File: src/rtl/irq_event_source.sv
// Interrupt requester for the LEGv8 core: timer/trigger events are queued in a
// saturating counter and presented one at a time over a four-phase ExtIRQ/ExtIAck handshake.
module irq_event_source #(
    parameter int PERIOD = 100,
    parameter int PEND_W = 3,
    parameter int CNT_W  = 16
) (
    input  logic              CLOCK_50,
    input  logic              reset,
    input  logic              timer_en,
    input  logic              trigger,
    input  logic              ExtIAck,
    output logic              ExtIRQ,
    output logic [PEND_W-1:0] pending,
    output logic [CNT_W-1:0]  serviced,
    output logic              overrun,
    output logic              busy
);
    localparam int TW = $clog2(PERIOD);
    localparam logic [TW-1:0]     TMAX = TW'(PERIOD - 1);
    localparam logic [PEND_W+1:0] PMAX = {2'b00, {PEND_W{1'b1}}};

    typedef enum logic [1:0] {
        IDLE  = 2'd0,
        REQ   = 2'd1,
        ACKED = 2'd2
    } state_t;

    state_t              state_q, state_d;
    logic [TW-1:0]       count_q, count_d;
    logic                trig_q;
    logic [PEND_W-1:0]   pending_q, pending_d;
    logic [CNT_W-1:0]    serviced_q, serviced_d;
    logic                overrun_q, overrun_d;
    logic                irq_q;
    logic                busy_q;
    logic                tick_s;
    logic                edge_s;
    logic                dec_s;
    logic [PEND_W+1:0]   sum_s;

    // Handshake sequencing; only an ack seen in REQ consumes a pending event
    always_comb begin
        state_d = state_q;
        dec_s   = 1'b0;
        case (state_q)
            IDLE: begin
                if (pending_q != {PEND_W{1'b0}}) state_d = REQ;
                else                             state_d = IDLE;
            end
            REQ: begin
                if (ExtIAck) begin
                    state_d = ACKED;
                    dec_s   = 1'b1;
                end else begin
                    state_d = REQ;
                end
            end
            ACKED: begin
                if (!ExtIAck) state_d = IDLE;
                else          state_d = ACKED;
            end
            default: state_d = IDLE;
        endcase
    end

    // Timer, edge detection and saturating event accounting
    always_comb begin
        count_d = count_q;
        if (timer_en) begin
            if (count_q == TMAX) count_d = {TW{1'b0}};
            else                 count_d = count_q + TW'(1);
        end else begin
            count_d = count_q;
        end
        tick_s = timer_en && (count_q == TMAX);
        edge_s = trigger && !trig_q;
        // pending is nonzero whenever dec_s fires, so this cannot underflow
        sum_s  = {2'b00, pending_q} + (PEND_W+2)'(tick_s) + (PEND_W+2)'(edge_s)
               - (PEND_W+2)'(dec_s);
        if (sum_s > PMAX) begin
            pending_d = PMAX[PEND_W-1:0];
            overrun_d = 1'b1;
        end else begin
            pending_d = sum_s[PEND_W-1:0];
            overrun_d = overrun_q;
        end
        if (dec_s) serviced_d = serviced_q + CNT_W'(1);
        else       serviced_d = serviced_q;
    end

    // State and counter registers; ExtIRQ/busy are registered decodes of the next state
    always_ff @(posedge CLOCK_50 or posedge reset) begin
        if (reset) begin
            state_q    <= IDLE;
            count_q    <= {TW{1'b0}};
            trig_q     <= 1'b0;
            pending_q  <= {PEND_W{1'b0}};
            serviced_q <= {CNT_W{1'b0}};
            overrun_q  <= 1'b0;
            irq_q      <= 1'b0;
            busy_q     <= 1'b0;
        end else begin
            state_q    <= state_d;
            count_q    <= count_d;
            trig_q     <= trigger;
            pending_q  <= pending_d;
            serviced_q <= serviced_d;
            overrun_q  <= overrun_d;
            irq_q      <= (state_d == REQ);
            busy_q     <= (state_d != IDLE);
        end
    end

    assign ExtIRQ   = irq_q;
    assign pending  = pending_q;
    assign serviced = serviced_q;
    assign overrun  = overrun_q;
    assign busy     = busy_q;

endmodule

File: config.mk
export PLATFORM = sky130hd
export DESIGN_NAME = irq_event_source
export DESIGN_NICKNAME = d
export VERILOG_FILES = /design/src/rtl/irq_event_source.sv
export SDC_FILE = /design/constraint.sdc
export NUM_CORES = 1
export LEC_CHECK = 0
export BUFFER_PORTS_ARGS = -buffer_cell sky130_fd_sc_hd__buf_2
export CORE_UTILIZATION = 54
export CTS_CLUSTER_DIAMETER = 80
export CTS_CLUSTER_SIZE = 14
export DETAILED_ROUTE_END_ITERATION = 16
export PLACE_DENSITY = 0.77
export SETUP_SLACK_MARGIN = 0.3
export SLEW_MARGIN = 15
export SYNTH_ARGS = -nofsm -noshare
export SYNTH_HDL_FRONTEND = slang
export SYNTH_SLANG_ARGS = --single-unit
File: constraint.sdc
create_clock -name CLOCK_50 -period 3.6 [get_ports CLOCK_50]
set_clock_uncertainty 0.15 [all_clocks]
set_input_delay 0.72 -clock CLOCK_50 [delete_from_list [all_inputs] [get_ports CLOCK_50]]
set_output_delay 0.72 -clock CLOCK_50 [all_outputs]
set_load 0.05 [all_outputs]
==> results of run 1 <==
==> Yosys cell counts <==
cell type	number	share of area
a31oi_1	1	0.0041
or2_2	1	0.0041
a21boi_0	1	0.0049
mux2i_1	2	0.013
and3_1	2	0.0082
xor2_1	8	0.046
a211oi_1	2	0.0098
a21oi_1	1	0.0033
nand3_1	9	0.029
dfrtp_1	32	0.52
nand4b_4	1	0.016
nand2b_1	3	0.012
nand2_1	9	0.022
inv_1	11	0.027
nor2_1	11	0.027
o21ai_0	1	0.0033
o22ai_1	1	0.0041
and2_1	2	0.0082
nand4_1	7	0.029
xnor2_1	13	0.074
or4_4	1	0.0073
or3_1	1	0.0041
nor2b_1	2	0.0082
nor2_2	1	0.0041
mux2_2	2	0.015
ha_1	6	0.049
nor4_1	2	0.0082
fa_1	2	0.026
nor3_1	1	0.0033
nor4_2	1	0.0082
==> power breakdown <==
group          internal [mW]  leakage (nW)  switching, mW
clock network         0.0749        0.0349          0.129
logic                  0.214         0.454          0.410
registers              0.465         0.396          0.126
==> layer usage <==
layer  wire [um]  up-vias  share of wire  GRT usage
met5           0        -              0          0
met4          46        0          0.017    0.09643
met3         122        7          0.046    0.06792
met2        1318       23           0.50     0.3253
met1        1163      513           0.44     0.2364
li1            -      534              -          -
==> sequential cells by signal, summed over array words and instances (netlist names) <==
| name | flops |
|---|---|
| overrun | 1 |
| busy | 1 |
| count_q | 7 |
| serviced | 16 |
| pending | 3 |
| ExtIRQ | 1 |
| trig_q | 1 |
| state_q | 2 |
==> final timing paths <==
path	startpoint	depth (start not counted)	endpoint
setup / recovery	count_q[0]$_DFFE_PP0P_	11	pending[1]$_DFF_PP0_
hold / removal	reset	3	count_q[0]$_DFFE_PP0P_
setup reg to reg	count_q[0]$_DFFE_PP0P_	11	pending[1]$_DFF_PP0_
hold reg to reg	serviced[15]$_DFFE_PP0P_	1	serviced[15]$_DFFE_PP0P_
max in group asynchronous	reset	3	serviced[15]$_DFFE_PP0P_
min in group CLOCK_50	serviced[15]$_DFFE_PP0P_	1	serviced[15]$_DFFE_PP0P_
==> metrics by stage <==
| step | area [um^2] | utilization | worst slack, ns | hold slack (ns) | cells |
|---|---|---|---|---|---|
| 5_1_grt | 1764 | 0.6871 | 0.6055 | 0.3154 | 202 |
| 3_3_place_gp | 1708 | 0.6652 | 0.6073 | 0.3073 | 194 |
| 4_1_cts | 1764 | 0.6871 | 0.7991 | 0.2934 | 202 |
| 2_1_floorplan | 1533 | - | 0.8313 | 0.3188 | 137 |
| 3_5_place_dp | 1708 | 0.6652 | 0.5089 | 0.3237 | 194 |
| 6_report | 1764 | 0.6871 | 0.8036 | 0.2896 | 202 |
==> layout make-up <==
cell class | instances | area [um^2]
Inverter | 11 | 41.29
Multi-Input combinational cell | 94 | 690.7
Fill cell | 205 | 803.3
Tap cell | 30 | 37.54
Timing Repair Buffer | 27 | 137.6
Clock buffer | 5 | 37.54
Sequential cell | 32 | 800.8
Clock inverter | 3 | 18.77
==> critical path, cell delays in order (launching register included) <==
cell	delay (ns)
dfrtp_1	0.40
ha_1	0.20
and3_1	0.19
nand3_1	0.10
nor2_1	0.20
inv_1	0.07
ha_1	0.29
fa_1	0.40
inv_1	0.08
fa_1	0.41
nor2_1	0.11
nand3_1	0.07
==> cell families (layout without fill, tap and decap cells) <==
family | count (synthesis) | in the layout | share of synthesized area
DFF | 32 | 32 | 0.5225
and+or+nand+nor | 54 | 54 | 0.1984
xor gates and xnor gates | 21 | 21 | 0.1200
muxes | 4 | 4 | 0.02775
AOI/OAI and AO/OA | 7 | 7 | 0.02939
buffers and inverters | 11 | 46 | 0.02694
adders and majority gates | 8 | 8 | 0.07510
==> summary.txt, run 1 <==
HPWL after detailed placement: 1915 um
critical path endpoint category: flop
clk root buf: clkbuf_4
Power, Total: 1.419 mW
Final Hold Vio Count: 0
TritonCTS Buffers: 5
fin crit share: 0.7768
hold crit path type: input pin to async pin
Clock Sinks: 32
Reg clk slew, reported paths: 0.11 ns
die area: 3055 um^2
setup bufs post-CTS: 0
Pwr Density: 804.6 nW/um^2
via count: 1077
synthesis-stage register bit count: 32
Die W: 55.28 um
setup TNS: 0 ns
CTS Buffer Depth: 2
status: finished clean
post-synthesis instance total: 137
Ant. Diodes: 0
CTS tree: built
required time of the critical path: 3.66 ns
GR Overflow Total: 0
Yosys cell types: 30
final wirelength: 2652 um
H-tree lvl count: 2
YS warnings: 0
maximum VDD drop: 672.7 uV
sequential fraction of the synthesis area: 0.5224
vias in the first global route: 1083
commonest non-fill, non-tap cell in the layout: dfrtp_1
Pleak: 0.8844 nW
max-cap violations: 0
share of cells above drive strength 1: 0.2442
critical path class: flop to flop
first-pass GRT wire length: 4705 um
crit path DAT: 2.85 ns
via/cell ratio: 5.332
final RePlAce weighted congestion: 0.7827
First DRT Iteration DRCs: 11
Area Growth Syn to Fin: 15.10%
most frequent cells in the layout: 32 x dfrtp_1, 26 x buf_2, 13 x xnor2_1, 11 x nor2_1, 11 x inv_1
Slew Limit Fails: 0
I/O pin total: 27
Peak Freq: 357.6 MHz
Port Buffer Count: 26
DRC Markers: 0
RSZ-0062 raised after global routing: no
worst slew pin tran: 0.4483 ns
Skew-Pair Late Insertion Delay: 0.33 ns
Final setup viols: 0
GRT Total Usage: 0.1998
largest net degree at the start of global routing: 33
Slew headroom: 0.6984
critical path peak fanout: 3
synthesized net count: 150
antenna violations before repair: 0
min Tclk post-route: 2.796 ns
nets@finish: 184
startpoint types: flop
hold buffers post-CTS: 0
die height: 55.28 um
Detailed Routing Iterations Pass 1: 4
DR WL/cell: 13.13 um
post-cts sizing count: 0
Cell Rows: 18
area of the core: 2567 um^2
starting density of the core: 0.5970
Mapped Area: 1533 um^2
Mean Syn Cell Area: 11.19 um^2
R2R setup slack: 0.80 ns
ANT nets after route: 0
(Power assumes the default switching activity.)
==> inputs of run 2 (changes only) <==
CORE_UTILIZATION = 49   (was 54)
PLACE_DENSITY = 0.74   (was 0.77)
clock period = 2.3 ns   (was 3.6 ns; I/O delays follow)
==> run 2 against run 1 <==
The flow now finishes with violations (DRC, setup timing). Sequential power is 52% higher. Non-clock buffer count is 17 higher. Core utilization is 0.073 points lower. Sequential cell count stayed put. Cell count is 8.9% higher. Register-to-register slack worse by 0.97 ns. Final area is 11% higher. First-iteration DRC count grew to 6.5 times the previous value. Critical path depth stayed put. Sequential share of layout area is 4.5 points lower. Critical endpoint unchanged. Highest routed layer unchanged.
==> summary.txt, run 2 (synthesized netlist as in run 1, its figures left out) <==
status: finished, violations left
failing checks: DRC, setup timing
clk root buf: clkbuf_4
min Tclk post-route: 2.469 ns (-0.3273 ns)
TritonCTS Buffers: 5 (unchanged)
critical path peak fanout: 2 (-1)
CTS Buffer Depth: 2 (unchanged)
Pleak: 0.9689 nW (+9.6%)
Critical Path Slowest Stage Cell: fa_2
sw frac: 0.4447 (-0.02425)
via/cell ratio: 5.368 (+0.68%)
Clock Sinks: 32 (unchanged)
Area Growth Syn to Fin: 27.76%
Skew-Pair Late Insertion Delay: 0.32 ns (about the same)
via count: 1181 (+9.7%)
final wirelength: 2912 um (+9.8%)
nets@finish: 201 (+9.2%)
clock group share of total power: 0.132 (-0.012)
Seq pwr share: 0.362 (-0.054)
most frequent cells in the layout: 32 x dfrtp_1, 26 x buf_2, 18 x buf_4, 13 x xnor2_1, 10 x nor2_1
RSZ-0062 raised after global routing: yes
Largest register FFs: 16 (unchanged)
Cell Rows: 19 (+1)
Peak Freq: 405.0 MHz (+13%)
Die W: 57.93 um (+4.8%)
DR WL/cell: 13.24 um (+0.82%)
part of the power in combinational logic: 0.506 (+0.066)
Slew Limit Fails: 0 (unchanged)
final RePlAce weighted congestion: 0.7757 (-0.89%)
crit path DAT: 2.53 ns (-0.32 ns)
H-tree lvl count: 2 (unchanged)
cell count after placement: 211 (+8.8%)
first-pass GRT wire length: 4857 um (+3.2%)
DRC Markers: 2 (+2)
post-route worst setup slack: -0.1691 ns (-0.9727 ns)
Critical Path Max Stage Delay: 0.42 ns (about the same)
startpoint types: flop
GR Overflow Total: 0 (unchanged)
fin crit share: 1.074 (+0.2968)
critical path endpoint category: flop
Final setup viols: 4 (+4)
Reg clk slew, reported paths: 0.10 ns (about the same)
Detailed Routing Iterations Pass 1: 10 (+6)
required time of the critical path: 2.36 ns (-1.30 ns)
CTS tree: built
hold crit path type: input pin to async pin
Internal Power: 1.379 mW (+83%)
share of cells above drive strength 1: 0.3810 (+0.1368)
area of the core: 2853 um^2 (+11%)
Ant. Diodes: 0 (unchanged)
die height: 57.93 um (+4.8%)
HPWL after detailed placement: 2147 um (+12%)
commonest non-fill, non-tap cell in the layout: dfrtp_1
Pwr Density: 1268 nW/um^2 (+58%)
ANT nets after route: 0 (unchanged)
Switching Power: 1.104 mW (+66%)
largest net degree at the start of global routing: 33 (unchanged)
hold buffers post-CTS: 0 (unchanged)
antenna violations before repair: 0 (unchanged)
critical path class: flop to flop
worst slew pin tran: 0.4760 ns (+0.02768 ns)
critical path cell sequence: ha_2 -> and3_4 -> nand3_4 -> nor2_4 -> inv_2 -> ha_4 -> fa_2 -> inv_2 -> fa_2 -> nor2_1 -> nand3_1
GRT Total Usage: 0.1943 (-0.005540)
max-cap violations: 0 (unchanged)
Final Hold Vio Count: 0 (unchanged)
First DRT Iteration DRCs: 72 (+61)
starting density of the core: 0.5373 (-0.05970)
vias in the first global route: 1084 (+0.092%)
die area: 3356 um^2 (+9.8%)
Slew headroom: 0.6797 (-0.01862)
Post-Layout Cell Count: 220 (+8.9%)
Layout Utilization: 0.6864 (-0.0007310)
maximum VDD drop: 728.2 uV (+8.3%)
Port Buffer Count: 26 (unchanged)
I/O pin total: 27 (unchanged)
[run 2: changes by cell type in the layout (fill, tap and decap cells not counted), sizes merged]
cell / change
buf: +17
clkbuf: +1
clkinv: -1
[run 2: what timing repair did]
action,in CTS,in global routing
pin swaps,2,3
endpoints found under the setup margin,4,4
resized for setup,4,4
setup buffers,0,1
[run 2: cell type report]
class	instances	area (um^2)
Multi-Input combinational cell	94	750.7
Sequential cell	32	800.8
Tap cell	31	38.79
Timing Repair Buffer	44	265.3
Clock inverter	2	10.01
Fill cell	224	894.6
Clock buffer	6	51.30
Inverter	11	41.29
[run 2: path summary, 6_finish.rpt]
kind                                          start                        to  slack [ns]  depth (start not counted)
max                          count_q[1]$_DFFE_PP0P_      pending[1]$_DFF_PP0_       -0.17                         11
min                                           reset   serviced[6]$_DFFE_PP0P_        0.05                          3
max reg2reg                  count_q[1]$_DFFE_PP0P_      pending[1]$_DFF_PP0_       -0.17                         11
min reg2reg                serviced[15]$_DFFE_PP0P_  serviced[15]$_DFFE_PP0P_        0.32                          1
max in group asynchronous                     reset      pending[2]$_DFF_PP0_        1.66                          3
min in group CLOCK_50                       trigger          trig_q$_DFF_PP0_        0.11                          1
[run 2: stage by stage]
stage / setup WS, ns / hold slack [ns] / power [mW] / TNS (ns) / instance area (um^2)
global route: -0.2497 / 0.06262 / 2.653 / -0.8538 / 1958
finish: -0.1691 / 0.05103 / 2.483 / -0.4706 / 1958
detailed placement: -0.2371 / 0.3139 / 2.114 / -0.8874 / 1862
global placement: -0.1465 / 0.3078 / 2.047 / -0.5128 / 1862
floorplan: -0.1465 / 0.3363 / 1.702 / -0.4255 / 1565
CTS: -0.1774 / 0.04801 / 2.467 / -0.6128 / 1932
[run 2: power groups by stage]
stage	clock, mW	sequential (mW)	combinational (mW)
after global routing	0.369	0.920	1.36
final	0.327	0.899	1.26
after detailed placement	0	0.900	1.21
after global placement	0	0.888	1.16
after CTS	0.341	0.890	1.24
after floorplan	0	1.22	0.478
[run 2: per-layer routing]
| metal | share of wire | global-route usage |
|---|---|---|
| met2 | 0.50 | 0.3153 |
| met3 | 0.038 | 0.04688 |
| met5 | 0 | 0 |
| met4 | 0.016 | 0.08163 |
| met1 | 0.44 | 0.2500 |
[run 2: worst max-delay path, delay by kind of cell (launching register included)]
family	cells	cell delay, ns
and+or+nand+nor	5	0.55
adders and majority gates	4	1.16
buffers and inverters	2	0.13
DFF	1	0.36
==> inputs of run 3 (changes only) <==
BUFFER_PORTS_ARGS = unset   (was -buffer_cell sky130_fd_sc_hd__buf_2)
CORE_UTILIZATION = 55   (was 49)
DONT_BUFFER_PORTS = 1   (was unset)
PLACE_DENSITY = 0.73   (was 0.74)
==> run 3 against run 2 <==
The run ends with setup timing left. Sequential power is essentially flat. Fmax grew 0.61%. Non-clock buffer count shrank 12. Power is essentially flat. Final area shrank 1.7%. Sequential cell count is the same. Via count shrank 5.6%. Clock power shrank 2%. Register-to-register slack gained 0.02 ns. Global-route usage grew 4.5 points. Critical path depth is the same. Core utilization grew 7.0 points.
==> summary.txt, run 3 (synthesized netlist as in run 1, its figures left out) <==
final RePlAce weighted congestion: 0.7888 (+1.7%)
post-route worst setup slack: -0.1540 ns (+0.01506 ns)
Layout Utilization: 0.7566 (+0.07023)
Area Growth Syn to Fin: 25.63%
Ant. Diodes: 0 (unchanged)
critical path class: flop to flop
Slew Limit Fails: 0 (unchanged)
starting density of the core: 0.6023 (+0.06498)
Reg clk slew, reported paths: 0.11 ns (about the same)
DRC Markers: 0 (-2)
via/cell ratio: 5.386 (+0.34%)
Hold EP: ExtIRQ$_DFF_PP0_
Slew headroom: 0.6216 (-0.05817)
Skew-Pair Late Insertion Delay: 0.33 ns (about the same)
setup TNS: -0.5326 ns (-0.06202 ns)
H-tree lvl count: 2 (unchanged)
hold slack final: 0.07462 ns (+0.02360 ns)
min Tclk post-route: 2.454 ns (-0.01505 ns)
final wirelength: 2912 um (unchanged)
ANT nets after route: 0 (unchanged)
hold crit path type: input pin to flop
required time of the critical path: 2.37 ns (about the same)
Pwr Density: 1290 nW/um^2 (+1.7%)
max-cap violations: 0 (unchanged)
largest net degree at the start of global routing: 21 (-36%)
critical path endpoint category: flop
vias in the first global route: 1136 (+4.8%)
worst flop-to-flop path endpoint: pending[1]$_DFF_PP0_
Final Hold Vio Count: 0 (unchanged)
Die W: 54.79 um (-5.4%)
Detailed Routing Iterations Pass 1: 4 (-6)
nets@finish: 189 (-6.0%)
I/O pin total: 27 (unchanged)
TritonCTS Buffers: 5 (unchanged)
R2R setup slack: -0.15 ns (+0.02 ns)
fin crit share: 1.067 (-0.006546)
HPWL after detailed placement: 2261 um (+5.3%)
die height: 54.79 um (-5.4%)
most frequent cells in the layout: 32 x dfrtp_1, 30 x buf_4, 13 x xnor2_1, 10 x nor2_1
failing checks: setup timing
commonest non-fill, non-tap cell in the layout: dfrtp_1
R2R cell count: 11 (unchanged)
placed inst area: 1828 um^2 (-1.8%)
Peak Freq: 407.5 MHz (+0.61%)
area of the core: 2545 um^2 (-11%)
worst slew pin tran: 0.5676 ns (+0.09164 ns)
Clock Sinks: 32 (unchanged)
GR Overflow Total: 0 (unchanged)
crit path DAT: 2.53 ns (about the same)
post-route cell area: 1926 um^2 (-1.7%)
first-pass GRT wire length: 4892 um (+0.72%)
CTS tree: built
startpoint types: flop
r2r startpoint: count_q[0]$_DFFE_PP0P_
antenna violations before repair: 0 (unchanged)
status: finished, violations left
Pleak: 0.9189 nW (-5.2%)
critical path peak fanout: 2 (unchanged)
clk root buf: clkbuf_4
GRT Total Usage: 0.2389 (+0.04462)
die area: 3002 um^2 (-11%)
Cell Rows: 18 (-1)
RSZ-0062 raised after global routing: yes
maximum VDD drop: 1074 uV (+47%)
hold path depth: 1
DR WL/cell: 14.07 um (+6.3%)
Largest register FFs: 16 (unchanged)
First DRT Iteration DRCs: 13 (-82%)
Hold Startpoint: ExtIAck
share of cells above drive strength 1: 0.3164 (-0.06457)
Port Buffer Count: 0 (-100%)
Final setup viols: 4 (unchanged)
via count: 1115 (-5.6%)
setup bufs post-CTS: 0 (unchanged)
CTS Buffer Depth: 2 (unchanged)
-- run 3: changes by cell type in the layout (fill, tap and decap cells not counted), sizes merged --
| cell | delta |
|---|---|
| dlygate4sd3 | +2 |
| buf | -14 |
| clkbuf | -1 |
| clkinv | +1 |
-- run 3: final cells by class --
class	instances	area [um^2]
fill	186	619.3
inverter	11	41.29
clock inverter	3	18.77
clock buffer	5	37.54
tap	30	37.54
multi-input combinational	94	744.5
sequential	32	800.8
timing repair buffer	32	245.2
-- run 3: power breakdown --
part	switching, mW	internal [mW]
sequential	0.172	0.728
combinational	0.734	0.528
clock	0.203	0.117
total	1.11	1.37
-- run 3: worst max-delay path by stage --
stage,slack (ns),endpoint,start
floorplan,-0.15,pending[1]$_DFF_PP0_,count_q[0]$_DFFE_PP0P_
global placement,-0.1,pending[1]$_DFF_PP0_,count_q[1]$_DFFE_PP0P_
detailed placement,-0.18,pending[1]$_DFF_PP0_,count_q[0]$_DFFE_PP0P_
CTS,-0.14,pending[1]$_DFF_PP0_,count_q[0]$_DFFE_PP0P_
global route,-0.29,pending[1]$_DFF_PP0_,count_q[0]$_DFFE_PP0P_
finish,-0.15,pending[1]$_DFF_PP0_,count_q[0]$_DFFE_PP0P_
-- run 3: routing by layer --
metal | up-vias | track usage | routed length (um) | share of wire
met3 | 5 | 0.07500 | 142 | 0.049
met5 | - | 0 | 0 | 0
li1 | 544 | - | - | -
met4 | 0 | 0.08974 | 41 | 0.014
met2 | 24 | 0.3835 | 1477 | 0.51
met1 | 542 | 0.2975 | 1251 | 0.43
-- run 3: metrics by stage --
step | instances | setup WS [ns] | power (mW)
2_1_floorplan | 137 | -0.1465 | 1.702
3_3_place_gp | 197 | -0.09967 | 2.095
3_5_place_dp | 197 | -0.1812 | 2.147
4_1_cts | 207 | -0.1423 | 2.482
5_1_grt | 207 | -0.2929 | 2.669
6_report | 207 | -0.1540 | 2.483
-- run 3: repair_timing --
action	CTS	global route
setup endpoints to repair	4	4
hold buffers	2	0
endpoints found under the hold margin	13	0
gates resized for setup	3	3
pin swaps	2	0
-- run 3: critical path: stages (launching register included) --
cell and delay [ns]:
dfrtp_1 0.38, ha_2 0.19, and3_4 0.19, nand3_4 0.08, nor2_4 0.11, inv_2 0.05, ha_4 0.21, fa_2 0.34
inv_2 0.06, fa_1 0.40, nor2_1 0.10, nand3_1 0.09
